File: config.mk
export PLATFORM = sky130hd
export DESIGN_NAME = stop_watch_run_ctl
export DESIGN_NICKNAME = d
export VERILOG_FILES = /design/src/rtl/stop_watch_run_ctl.sv
export SDC_FILE = /design/constraint.sdc
export NUM_CORES = 1
export LEC_CHECK = 0
export BUFFER_PORTS_ARGS = -buffer_cell sky130_fd_sc_hd__buf_2
export CAP_MARGIN = 0
export CORE_MARGIN = 5
export CORE_UTILIZATION = 50
export DETAILED_ROUTE_END_ITERATION = 10
export PLACE_DENSITY = 0.74
export SKIP_LAST_GASP = 1
export SLEW_MARGIN = 20
export SYNTH_ARGS = -nofsm -noshare
export SYNTH_HDL_FRONTEND = slang
export SYNTH_SLANG_ARGS = --single-unit
File: constraint.sdc
create_clock -name clk -period 1.8 [get_ports clk]
set_input_delay 0.36 -clock clk [delete_from_list [all_inputs] [get_ports clk]]
set_output_delay 0.36 -clock clk [all_outputs]
set_load 0.01 [all_outputs]
File: src/rtl/stop_watch_run_ctl.sv
// Stopwatch run/stop/lap controller: keeps the cs/sec/min time base
// and drives frozen-or-live counts to the display control block.
module stop_watch_run_ctl #(
    parameter int unsigned CS_MAX  = 99,
    parameter int unsigned SEC_MAX = 59,
    parameter int unsigned MIN_MAX = 99
) (
    input  logic       clk,
    input  logic       rst,
    input  logic       pls_100hz,
    input  logic       btn_start,
    input  logic       btn_lap,
    input  logic       btn_mode,
    output logic [6:0] us_cnt,
    output logic [5:0] s_cnt,
    output logic [6:0] m_cnt,
    output logic       disp_mode,
    output logic       running,
    output logic       lap_hold,
    output logic       ovf
);

    localparam logic [6:0] CS_TOP  = 7'(CS_MAX);
    localparam logic [5:0] SEC_TOP = 6'(SEC_MAX);
    localparam logic [6:0] MIN_TOP = 7'(MIN_MAX);

    typedef enum logic [1:0] {
        IDLE,
        RUN,
        LAP,
        STOP
    } state_t;

    state_t     state_q, state_d;
    logic       p0_q, p1_q;
    logic       tick;
    logic       clr;
    logic       active;
    logic       at_max;
    logic [6:0] cs_q, cs_d;
    logic [5:0] sec_q, sec_d;
    logic [6:0] min_q, min_d;
    logic [6:0] us_q, us_d;
    logic [5:0] s_q, s_d;
    logic [6:0] m_q, m_d;
    logic       mode_q, mode_d;
    logic       run_q, run_d;
    logic       lh_q, lh_d;
    logic       ovf_q, ovf_d;

    assign tick   = p0_q & ~p1_q;
    assign active = (state_q == RUN) || (state_q == LAP);
    assign at_max = (cs_q == CS_TOP) && (sec_q == SEC_TOP) &&
                    (min_q == MIN_TOP);

    // Next state, time base advance/overflow and display capture
    always_comb begin
        state_d = state_q;
        clr     = 1'b0;
        cs_d    = cs_q;
        sec_d   = sec_q;
        min_d   = min_q;
        ovf_d   = ovf_q;
        case (state_q)
            IDLE: if (btn_start) state_d = RUN;
            RUN: begin
                if (btn_start)    state_d = STOP;
                else if (btn_lap) state_d = LAP;
            end
            LAP: begin
                if (btn_start)    state_d = STOP;
                else if (btn_lap) state_d = RUN;
            end
            STOP: begin
                if (btn_start) begin
                    state_d = RUN;
                end else if (btn_lap) begin
                    state_d = IDLE;
                    clr     = 1'b1;
                end
            end
            default: state_d = IDLE;
        endcase
        if (tick && active) begin
            if (at_max) begin
                ovf_d   = 1'b1;
                state_d = STOP;
            end else if (cs_q == CS_TOP) begin
                cs_d = 7'd0;
                if (sec_q == SEC_TOP) begin
                    sec_d = 6'd0;
                    min_d = min_q + 7'd1;
                end else begin
                    sec_d = sec_q + 6'd1;
                end
            end else begin
                cs_d = cs_q + 7'd1;
            end
        end
        us_d = (state_q == LAP) ? us_q : cs_q;
        s_d  = (state_q == LAP) ? s_q  : sec_q;
        m_d  = (state_q == LAP) ? m_q  : min_q;
        if (clr) begin
            cs_d  = 7'd0;
            sec_d = 6'd0;
            min_d = 7'd0;
            us_d  = 7'd0;
            s_d   = 6'd0;
            m_d   = 7'd0;
            ovf_d = 1'b0;
        end
        mode_d = mode_q ^ btn_mode;
        run_d  = (state_d == RUN) || (state_d == LAP);
        lh_d   = (state_d == LAP);
    end

    // Register all state, counters and outputs with synchronous reset
    always_ff @(posedge clk) begin
        if (rst) begin
            state_q <= IDLE;
            p0_q    <= 1'b0;
            p1_q    <= 1'b0;
            cs_q    <= 7'd0;
            sec_q   <= 6'd0;
            min_q   <= 7'd0;
            us_q    <= 7'd0;
            s_q     <= 6'd0;
            m_q     <= 7'd0;
            mode_q  <= 1'b0;
            run_q   <= 1'b0;
            lh_q    <= 1'b0;
            ovf_q   <= 1'b0;
        end else begin
            state_q <= state_d;
            p0_q    <= pls_100hz;
            p1_q    <= p0_q;
            cs_q    <= cs_d;
            sec_q   <= sec_d;
            min_q   <= min_d;
            us_q    <= us_d;
            s_q     <= s_d;
            m_q     <= m_d;
            mode_q  <= mode_d;
            run_q   <= run_d;
            lh_q    <= lh_d;
            ovf_q   <= ovf_d;
        end
    end

    assign us_cnt    = us_q;
    assign s_cnt     = s_q;
    assign m_cnt     = m_q;
    assign disp_mode = mode_q;
    assign running   = run_q;
    assign lap_hold  = lh_q;
    assign ovf       = ovf_q;

endmodule

[Word-level counts from Yosys, hierarchy flattened]
Index checks and enable logic that the tools add are counted.
Word-level totals
  flip-flop bits (word level): 48
  logic and storage cells: 54
Operators by class
  add/sub/neg operators: 3
  eq/ne operators: 8
  multiplexer cells: 15
  bitwise gates (word level): 4
  reduce and logical (&&, ||, !) cells: 11
Operators with widths (count)
  2-to-1 mux 2 bit: 9
  adder 7 x 1 -> 7 bit, second input constant: 2
  == test 7 bit, second input constant: 2
  one-hot mux 2 bit (4 select lines): 1
  2-to-1 mux 7 bit: 1
  adder 6 x 1 -> 6 bit, second input constant: 1
  == test 2 bit, second input constant: 3
  == test 6 bit, second input constant: 1
  2-to-1 mux 6 bit: 1
  == test 2 x 1 -> 1 bit, second input constant: 2
  AND reduction 2 bit: 2
  AND reduction 4 bit: 1
  logical AND 1 bit: 3
  2-to-1 mux 1 bit: 3
  AND reduction 3 bit: 1
  zero test 2 bit: 1
  logical OR 1 bit: 2
  NOT 1 bit: 2
  OR reduction 2 bit: 1
  AND 1 bit: 1
  bitwise XOR 1 bit: 1

[Logic depth before layout (Yosys ltp)]
  word-level depth: 7
  gate-level depth with buffers: 9
  gate-level depth less buffers: 8

[Worst setup path after synthesis]
OpenSTA, ideal clock, no wires.
  path kind: register -> register
  from: reg state_q[0]
  to: reg run_q, in the netlist running
  library setup time: 0.066 ns
  data arrival time: 1.771 ns
  data required time: 1.734 ns
  setup slack: -0.037 ns
  cell stages (with the launch flop): 9
  buffers on the path: 1
  period minus slack after synthesis: 1.837 ns
  cell sequence: dfxtp_1 > inv_1 > ha_1 > and3b_1 > and3_1 > buf_2 > a22oi_1 > ha_1 > nor2_1
Between the ends
  longest elaborated chain between the ends: 7
  elaborated cells between the ends (all ways): 19
RTL lines
  from (decl): RTL line 34  | state_t state_q, state_d;
  from (signal assigned): RTL line 134  | state_q <= state_d;
  2-to-1 mux 2 bit, on equally long branches: RTL line 77, 68, 72
  2-to-1 mux 2 bit, on equally long branches: RTL line 75, 67, 71
  one-hot mux 2 bit (4 select lines): RTL line 64  | case (state_q)
  2-to-1 mux 2 bit: RTL line 85  | if (at_max) begin
  2-to-1 mux 2 bit (*): RTL line 84  | if (tick && active) begin
  == test 2 x 1 -> 1 bit or == test 2 bit (tied branches): RTL line 113  | run_d = (state_d == RUN) || (state_d == LAP);
  logical OR 1 bit (*): RTL line 113
  to (signal assigned): RTL line 144  | run_q <= run_d;
  to (decl): RTL line 47  | logic run_q, run_d;
Mark *: on every way between the ends. The rest lies on a longest branch, timed or not.
A chain may end at the register's enable or synchronous reset.

[Final worst setup path]
  from: reg state_q[0]
  to: reg sec_q[0]
Between the ends
  longest elaborated chain between the ends: 4
  elaborated cells between the ends (all ways): 8
RTL lines
  == test 2 x 1 -> 1 bit or == test 2 bit (tied branches): RTL line 52  | assign active = (state_q == RUN) || (state_q == LAP);
  logical OR 1 bit: RTL line 52
  logical AND 1 bit: RTL line 84
  AND reduction 3 bit (no source line)
  to (signal assigned): RTL line 124  | sec_q <= 6'd0;
  to (signal assigned): RTL line 138  | sec_q <= sec_d;
  to (decl): RTL line 41  | logic [5:0] sec_q, sec_d;
Several ways; a longest one is shown, not always the timed one.

==> impl_metrics.sql <==
INSERT INTO impl_metrics (metric_group, metric, value, unit) VALUES
('global_route', 'antenna_found_initial', '0', ''),
('sta', 'setup_violating_endpoint_count_in_the_final_report', '0', ''),
('synth', 'postSynthNetCount', '254', ''),
('power_and_ir_drop', 'power.ir.vdd_worst', '432', 'uV'),
('floorplan', 'die_w', '76.2', 'um'),
('worst_hold_path', 'holdPathEnd', 'p0_q', ''),
('synth', 'synth.lib_cells_used.distinct', '41', ''),
('power_and_ir_drop', 'power.total', '1.91', 'mW'),
('clock_tree', 'clock_insertion_delay_worst_skew', '0.29', 'ns'),
('worst_setup_path', 'r2r_cells', '7', ''),
('synth', 'synth.yosys.warnings', '0', ''),
('place', 'portBuffers', '29', ''),
('drt', 'detail_route.iter0.violations', '140', ''),
('synth', 'yosysSeqAreaShare', '43.9', '%'),
('floorplan', 'starting_density_of_the_core', '51.0', '%'),
('worst_setup_path', 'cp.arrival', '2.01', 'ns'),
('synth', 'count_leader_synth', 'dfxtp_1', ''),
('synth', 'edff_count_synth', '0', ''),
('worst_setup_path', 'reg2reg_setup_slack', '0.02', 'ns'),
('layout', 'num-nets-final', '317', ''),
('worst_hold_path', 'timing.hold.worst.class', 'in -> reg', ''),
('floorplan', 'die_h', '76.2', 'um'),
('clock_tree', 'htree_levels', '2', ''),
('power_and_ir_drop', 'leakagePower', '1.15', 'nW'),
('drt', 'wl_per_cell', '14.0', 'um'),
('sta', 'timing.final.crit_period', '1.78', 'ns'),
('drt', 'route.vias.total', '1947', ''),
('clock_tree', 'cts.reportedPaths.clkPinSlew', '0.08', 'ns'),
('sta', 'maxClockFrequency', '561', 'MHz'),
('sta', 'slew_viol_final', '0', ''),
('synth', 'synth_cells', '240', ''),
('floorplan', 'core', '0.00429', 'mm2'),
('place', 'detailedPlace.worstSlack', '-0.114', 'ns'),
('sta', 'layout_setup_ws', '0.0187', 'ns'),
('clock_tree', 'cts-hold-fix-buffers', '0', ''),
('layout', 'drive_above_1_share', '30.9', '%'),
('synth', 'synth.cell_area', '0.00219', 'mm2'),
('clock_tree', 'clock_path_buffers', '2', ''),
('clock_tree', 'cts_inserted_buffers', '5', ''),
('floorplan', 'design.die.area', '0.00581', 'mm2'),
('worst_setup_path', 'worstSetupEndpointType', 'register', ''),
('layout', 'area_delta_synth_final', '28.7', '%'),
('drt', 'detailed_route_wl', '4980', 'um'),
('job', 'max_cap_viol_count', '0', ''),
('worst_hold_path', 'holdPathStages', '2', ''),
('worst_setup_path', 'worstSetupStartpoint', 'state_q[0]', ''),
('global_route', 'grt-ovfl-total', '0', ''),
('floorplan', 'core.rowCount', '24', ''),
('sta', 'maxSlewHeadroom', '69.7', '%'),
('power_and_ir_drop', 'power-per-cell-area', '678', 'mW/mm2'),
('run_status', 'status', 'completed', ''),
('sta', 'grt_setup_unrepaired', 'yes', ''),
('synth', 'synthesis.area_per_instance', '9.13', 'um2'),
('synth', 'async_flop_share', '0', '%'),
('global_route', 'grt_pass1_vias', '1976', ''),
('worst_setup_path', 'reg2reg_from', 'state_q[0]', ''),
('floorplan', 'count_of_boundary_i_o_pins', '30', ''),
('place', 'place.detailed.hpwl', '3620', 'um'),
('sta', 'worst_clock_skew', '0.00505', 'ns'),
('drt', 'detail-route-antenna-nets', '0', ''),
('worst_setup_path', 'worstReg2RegEnd', 'sec_q[0]', ''),
('clock_tree', 'clock_sinks', '48', ''),
('worst_setup_path', 'startpoint_type', 'register', ''),
('worst_setup_path', 'setup.worst_path.class', 'reg -> reg', ''),
('global_route', 'grt_first_pass_wirelength', '8470', 'um'),
('worst_hold_path', 'hold_start', 'pls_100hz', ''),
('global_route', 'grt_start_max_net_pins', '27', ''),
('worst_setup_path', 'critical_path_required', '2.03', 'ns'),
('clock_tree', 'cts-root-buf', 'clkbuf_8', ''),
('synth', 'ys_seq_elements', '48', ''),
('synth', 'synthDominantCellAreaShare', '43.9', '%');
==> how the worst max path moves through the flow <==
stage               endpoint  slack, ns  cells after the start
floorplan           min_q[3]     -0.003                      7
global placement    min_q[0]      -0.05                      6
detailed placement  min_q[5]      -0.11                      6
CTS                 min_q[5]      0.002                      6
global route        sec_q[0]      -0.07                      7
finish              sec_q[0]       0.02                      7
==> metal layers <==
| layer | part of all wire (%) | vias to the layer above | wire [um] | track usage, % |
|---|---|---|---|---|
| met5 | 0 | - | 0 | 0 |
| met4 | 0.96 | 0 | 48 | 5.07 |
| met3 | 4.5 | 5 | 222 | 3.90 |
| met2 | 53 | 47 | 2620 | 30.7 |
| met1 | 42 | 918 | 2090 | 19.4 |
| li1 | - | 977 | - | - |
==> registers in the layout, summed over array words and instances, names as in the netlist <==
signal and count:
p0_q 1, ovf 1, lap_hold 1, sec_q 6
state_q 2, running 1, m_cnt 7, min_q 7
cs_q 7, s_cnt 6, p1_q 1, us_cnt 7
disp_mode 1
==> power by group <==
part / total, mW / leakage [nW] / switching (mW) / internal [mW]
Combinational: 0.180 / 0.714 / 0.0947 / 0.0852
Clock: 0.648 / 0.0455 / 0.334 / 0.314
Sequential: 1.08 / 0.389 / 0.00681 / 1.08
Total: 1.91 / 1.15 / 0.436 / 1.48
==> critical path, cell delays in order, from the launching register on <==
cell	delay, ns
dfxtp_2	0.33
inv_1	0.07
ha_4	0.26
and3b_2	0.25
nand3_2	0.16
buf_4	0.19
or3_1	0.34
a21oi_1	0.12
==> area by class of cell <==
| type | count | area [um2] | area share, % |
|---|---|---|---|
| multi-input combinational | 174 | 1240 | 43.9 |
| tap | 52 | 65.1 | 2.31 |
| inverter | 7 | 26.3 | 0.932 |
| sequential | 48 | 963 | 34.2 |
| timing repair buffer | 67 | 438 | 15.5 |
| clock buffer | 8 | 90.1 | 3.20 |
==> what timing repair did <==
action	CTS	global route
gates cloned	0	1
buffers inserted	1	1
resized for setup	2	17
endpoints found under the hold margin	0	0
setup endpoints to repair	9	14
pin swaps	1	9
==> per-stage QoR <==
stage          setup TNS (ns)  hold slack, ns  util (%)  instances  cell area [um2]
6_report                    0           0.276      65.6        356             2820
5_1_grt                -0.206           0.300      65.6        356             2820
4_1_cts                     0           0.267      63.6        354             2730
3_5_place_dp           -0.468           0.471      61.1        345             2620
3_3_place_gp           -0.154           0.467      61.1        345             2620
2_1_floorplan        -0.00559           0.453         -        240             2200
==> kinds of logic after synthesis <==
group	share of synthesized area [%]
simple gates	24.5
xor+xnor	2.00
mux	11.4
flops	43.9
compound gates	10.1
fa+ha+maj	4.57
buf+inv	3.60
==> cells in the final DEF (no fill, tap or decap), drive strengths merged <==
| cell | n |
|---|---|
| a211o | 1 |
| and3 | 2 |
| nand2 | 17 |
| o41ai | 1 |
| mux2i | 25 |
| buf | 67 |
| nand3b | 2 |
| a21oi | 12 |
| dfxtp | 48 |
| nand4b | 2 |
| or4 | 4 |
| o21ai | 8 |
| o31ai | 4 |
| nor2b | 4 |
| nor2 | 34 |
| nand3 | 7 |
| nor4 | 4 |
| and2 | 5 |
| or3 | 6 |
| a311oi | 3 |
| nor4b | 2 |
| a41oi | 2 |
| or2 | 1 |
| inv | 7 |
| and4 | 1 |
| clkbuf | 8 |
| ha | 8 |
| nor3 | 4 |
| o311ai | 1 |
| xnor2 | 3 |
| xor2 | 2 |
| and3b | 3 |
| a31oi | 1 |
| nand4 | 3 |
| o22ai | 1 |
| a22oi | 1 |
No activity file was read; power rests on OpenSTA's default activity.
